===== config.mk =====
export PLATFORM = sky130hd
export DESIGN_NAME = spdif_tx_sequencer
export DESIGN_NICKNAME = d
export VERILOG_FILES = /design/src/rtl/spdif_tx_sequencer.sv
export SDC_FILE = /design/constraint.sdc
export NUM_CORES = 1
export LEC_CHECK = 0
export CAP_MARGIN = 20
export CORE_MARGIN = 8
export CORE_UTILIZATION = 48
export CTS_BUF_LIST = sky130_fd_sc_hd__clkbuf_2 sky130_fd_sc_hd__clkbuf_4 sky130_fd_sc_hd__clkbuf_8
export CTS_CLUSTER_DIAMETER = 60
export CTS_CLUSTER_SIZE = 8
export DETAILED_ROUTE_END_ITERATION = 7
export HOLD_SLACK_MARGIN = 0.08
export PLACE_DENSITY_LB_ADDON = 0.05
export SLEW_MARGIN = 30
export SYNTH_ARGS = -nofsm -noshare
export SYNTH_HDL_FRONTEND = slang
export SYNTH_SLANG_ARGS = --single-unit

===== constraint.sdc =====
create_clock -name clk -period 3.1 [get_ports clk]
set_input_delay 0.465 -clock clk [delete_from_list [all_inputs] [get_ports clk]]
set_output_delay 0.465 -clock clk [all_outputs]
set_load 0.005 [all_outputs]

===== src/rtl/spdif_tx_sequencer.sv =====
// Gates the L/R sample FIFOs into the S/PDIF assembler: one sample per req with 1-cycle latency, L then R.
// The assembler is never stalled; a starved req yields an underrun pulse. Define SPDIF_SEQ_HOLD_LAST_EN to repeat the last sample on underrun.
module spdif_tx_sequencer #(
   parameter int DATA_W           = 20,
   parameter int LEVEL_W          = 6,
   parameter int PREFILL          = 8,
   parameter int FRAMES_PER_BLOCK = 192
) (
   input  logic               clk,
   input  logic               rst,
   input  logic               start,
   input  logic               stop,
   input  logic [DATA_W-1:0]  l_data,
   input  logic               l_valid,
   input  logic [LEVEL_W-1:0] l_level,
   output logic               l_pop,
   input  logic [DATA_W-1:0]  r_data,
   input  logic               r_valid,
   input  logic [LEVEL_W-1:0] r_level,
   output logic               r_pop,
   input  logic               req,
   output logic [DATA_W-1:0]  sample,
   output logic               run_en,
   output logic               block_start,
   output logic [7:0]         frame_idx,
   output logic               underrun,
   output logic [15:0]        underrun_count
);

   localparam logic [7:0]         LAST_FRAME  = 8'(FRAMES_PER_BLOCK - 1);
   localparam logic [LEVEL_W-1:0] PREFILL_LVL = LEVEL_W'(PREFILL);

   typedef enum logic [1:0] {
      S_IDLE,
      S_PREFILL,
      S_RUN,
      S_STOPPING
   } state_t;

   state_t            state;
   state_t            state_nxt;
   logic              ch_r;        // 0 = left, 1 = right
   logic [7:0]        frame_cnt;   // frame of the next sample to serve
   logic              serve;
   logic              sel_valid;
   logic [DATA_W-1:0] sel_data;
   logic [DATA_W-1:0] fill_data;
   logic              last_serve;
   logic              prefill_ok;
   logic              enter_prefill;

   assign serve         = req && ((state == S_RUN) || (state == S_STOPPING));
   assign sel_valid     = ch_r ? r_valid : l_valid;
   assign sel_data      = ch_r ? r_data : l_data;
   assign last_serve    = serve && (state == S_STOPPING) && ch_r && (frame_cnt == LAST_FRAME);
   assign prefill_ok    = (l_level >= PREFILL_LVL) && (r_level >= PREFILL_LVL);
   assign enter_prefill = (state == S_IDLE) && start && !stop;
   assign run_en        = (state == S_RUN) || (state == S_STOPPING);

   always_ff @(posedge clk) begin
      if (rst) begin
         state <= S_IDLE;
      end else begin
         state <= state_nxt;
      end
   end

   // stop always takes priority over start and over a satisfied prefill
   always_comb begin
      state_nxt = state;
      case (state)
         S_IDLE: begin
            if (enter_prefill) begin
               state_nxt = S_PREFILL;
            end
         end
         S_PREFILL: begin
            if (stop) begin
               state_nxt = S_IDLE;
            end else if (prefill_ok) begin
               state_nxt = S_RUN;
            end
         end
         S_RUN: begin
            if (stop) begin
               state_nxt = S_STOPPING;
            end
         end
         S_STOPPING: begin
            if (last_serve) begin
               state_nxt = S_IDLE;
            end
         end
         default: state_nxt = S_IDLE;
      endcase
   end

`ifdef SPDIF_SEQ_HOLD_LAST_EN
   logic [DATA_W-1:0] l_last;
   logic [DATA_W-1:0] r_last;

   always_ff @(posedge clk) begin
      if (rst || enter_prefill) begin
         l_last <= '0;
         r_last <= '0;
      end else if (serve && sel_valid) begin
         if (ch_r) begin
            r_last <= r_data;
         end else begin
            l_last <= l_data;
         end
      end
   end

   assign fill_data = ch_r ? r_last : l_last;
`else
   assign fill_data = '0;
`endif

   // Channel toggle and frame wrap bring the exit serve back to L / frame 0 on their own.
   always_ff @(posedge clk) begin
      if (rst) begin
         ch_r           <= 1'b0;
         frame_cnt      <= '0;
         sample         <= '0;
         l_pop          <= 1'b0;
         r_pop          <= 1'b0;
         block_start    <= 1'b0;
         frame_idx      <= '0;
         underrun       <= 1'b0;
         underrun_count <= '0;
      end else begin
         l_pop    <= 1'b0;
         r_pop    <= 1'b0;
         underrun <= 1'b0;
         if (serve) begin
            ch_r        <= ~ch_r;
            block_start <= !ch_r && (frame_cnt == 8'd0);
            frame_idx   <= last_serve ? 8'd0 : frame_cnt;
            if (ch_r) begin
               frame_cnt <= (frame_cnt == LAST_FRAME) ? 8'd0 : frame_cnt + 8'd1;
            end
            if (sel_valid) begin
               sample <= sel_data;
               l_pop  <= !ch_r;
               r_pop  <= ch_r;
            end else begin
               sample   <= fill_data;
               underrun <= 1'b1;
               if (underrun_count != 16'hFFFF) begin
                  underrun_count <= underrun_count + 16'd1;
               end
            end
         end
      end
   end

endmodule


==> results.ini <==
[status]
status=complete, no violations

[floorplan]
dieArea_um2=8330
start_util_pct=49.4
num_rows=27
fp.dieH_um=91.3
ios=108
die_x_um=91.3
coreArea_um2=5510

[setup_path]
cp.arrival_ps=2380
critPathLaunch=req
crit_buf_inv=1
slowest_stage=clkdlybuf4s50_1
ff2ff_path_depth=4
path_cells=clkdlybuf4s50_1 > and2_1 > nand4_4 > a211oi_1 > mux2_2
cp.depth=5
timing.rr.start=ch_r
critPathLaunchType=primary input
cp_max_fo=9
path_class=primary input to flop
cp_top_family=simple AND/OR/NAND/NOR gates
slowest_delay_ps=530
worstSetupEndpointType=flop
cp.required_ps=3320

[clock_network]
cts.root.buffer_cell=clkbuf_8
numCtsBuffers=9
cts_tree=yes
cts_resized=0
insertion_delay_ps=320
clock-sinks=59
cts_buffer_depth=2
clk_pin_slew_ps=60
postCtsSetupRepairBufs=0
htree_levels=3
cts_hold_buf=0

[layout]
layout_common_cells=clkdlybuf4s50_1 (101), dfxtp_1 (59), nand2_1 (56)
drive_gt1_share_pct=7.98
fin_nets=459
nFillCells=429
syn2layout_area_growth_pct=43.6
insertedDiodeCount=0
final_common_cell=clkdlybuf4s50_1
fin_util_pct=70.9

[logic_synthesis]
synth_top_area_share_pct=43.4
synth_area_um2=2720
yosys_warnings=0
synth_edf_count=0
synthesis.nets=365
synth_seq_area_share_pct=43.4
synth_area_leaders=dfxtp_1 (43%), nand2_1 (7.7%), a22oi_1 (5.2%)
synth.distinct_cells=52
synthFlopType=dfxtp_1
ys_ff_latch=59
synth_cells=303
yosys.area.top_type=dfxtp_1
synthArstFlopShare_pct=0
postSynthAreaPerCell_um2=8.98

[pwr]
p_per_area_nw_per_um2=389
ir_drop_v=0.000216
p_leak_nw=1.46

[sta]
maxClockFrequency_mhz=462
tightest_slew_ps=761
finalCritPeriodShare_pct=69.8
slew_headroom_pct=49.3
setup_viol=0
slew_viol_final=0
final-hold-violation-count=0
min_period_ps=2160
skew_ps=4.40
tns_ps=0
rsz0062_at_grt=no

[detailed_routing]
antenna_left=0
via_count=2540
wl_per_cell_um=15.6
drt_iter0_markers=120
first_pass_iters=4
vias_per_cell=5.37
drc=0
wl_um=7400

[global_routing]
gr-usage-all-layers_pct=17.4
grt_pass1_wl_um=12000
grt_pass1_vias=2449
grt_max_degree=34
antenna_found_initial=0
grt_overflow_total=0

[min_path]
min_from=sample[17]
hold_depth=2
hp-class=flop to flop

[flow_run]
max-cap-violations=0

[placement]
portBuffers=101
gp_congestion=0.805
dpl.hpwl_um=5560

-- layout make-up --
type	count	area (um2)	area share [%]
flip-flops and latches	59	1180	30.2
clock buffers	13	173	4.42
multi-input cells	216	1400	35.7
inverters	8	30.0	0.769
repair buffers	103	1030	26.3
clock inverters	2	10.0	0.256
well taps	72	90.1	2.31
-- logic make-up (layout without fill, tap and decap cells) --
kind of cell             Yosys count  count (layout)  share of synthesized area (%)
AO/OA/AOI/OAI                     65              65                           17.2
XOR/XNOR                           5               5                           1.61
adder cells (fa/ha/maj)            3               3                           1.38
buffers and inverters             28             126                           5.70
flip-flops                        59              59                           43.4
multiplexers                      11              11                           5.01
AND/OR/NAND/NOR                  132             132                           25.7
-- power breakdown --
part           leakage (nW)  total [mW]  internal, mW  switching [mW]
combinational         0.885       0.120        0.0772          0.0425
clock                0.0987       0.628         0.357           0.271
sequential            0.476       0.772         0.765         0.00718
-- tightest hold or removal path, stage by stage, from the launching register on --
cell     delay, ps
dfxtp_1        310
nand2_1         50
nand2_1         40
-- synth_stat cells, types with 2 or more instances --
| master | n |
|---|---|
| clkbuf_1 | 5 |
| a21oi_1 | 12 |
| nor3b_1 | 2 |
| ha_1 | 3 |
| and3_1 | 6 |
| nor2_1 | 16 |
| o211ai_1 | 2 |
| nand4_4 | 2 |
| or4_1 | 5 |
| and4_1 | 5 |
| nand2_1 | 56 |
| xor2_1 | 2 |
| buf_1 | 2 |
| and2_1 | 4 |
| xnor2_1 | 3 |
| a22oi_1 | 19 |
| dfxtp_1 | 59 |
| buf_6 | 5 |
| a22o_1 | 7 |
| mux2i_1 | 2 |
| a211oi_1 | 7 |
| nor4_1 | 2 |
| inv_1 | 8 |
| nor2b_1 | 8 |
| mux2_2 | 5 |
| o21ai_0 | 5 |
| o31ai_1 | 3 |
| nand4_1 | 4 |
| nor3_1 | 4 |
| nand3_1 | 9 |
| or3_1 | 3 |
| buf_2 | 7 |
| mux2_1 | 2 |
-- layer usage --
layer  vias to the layer above  share of wire [%]  GRT usage, %  routed length, um
li1                       1279                  -             -                  -
met4                         0               0.39          4.91                 29
met3                         2                7.6          6.26                564
met2                       109                 43          26.7               3170
met5                         -                  0             0                  0
met1                      1150                 49          22.5               3640
-- worst paths after layout --
kind                                           to  slack (ps)
worst max-delay path            underrun_count[7]         940
worst min-delay path                   sample[17]         430
worst min register to register         sample[17]         430
worst max register to register          sample[0]        1060
-- registers in the layout, indices dropped and copies added, names as in the netlist, named ones only --
register,flops
block_start,1
ch_r,1
frame_cnt,8
frame_idx,8
l_pop,1
r_pop,1
sample,20
state,1
underrun,1
underrun_count,16
-- metrics by stage --
stage	power [mW]	instance area (um2)	setup slack [ps]	std cells	hold slack, ps
6_report	1.52	3910	936	473	433
5_1_grt	1.59	3910	839	473	461
4_1_cts	1.54	3910	977	473	437
3_5_place_dp	0.909	3720	628	458	430
3_3_place_gp	0.906	3720	646	458	423
2_1_floorplan	0.824	2720	1390	303	435
No activity file was read; power rests on OpenSTA's default activity.
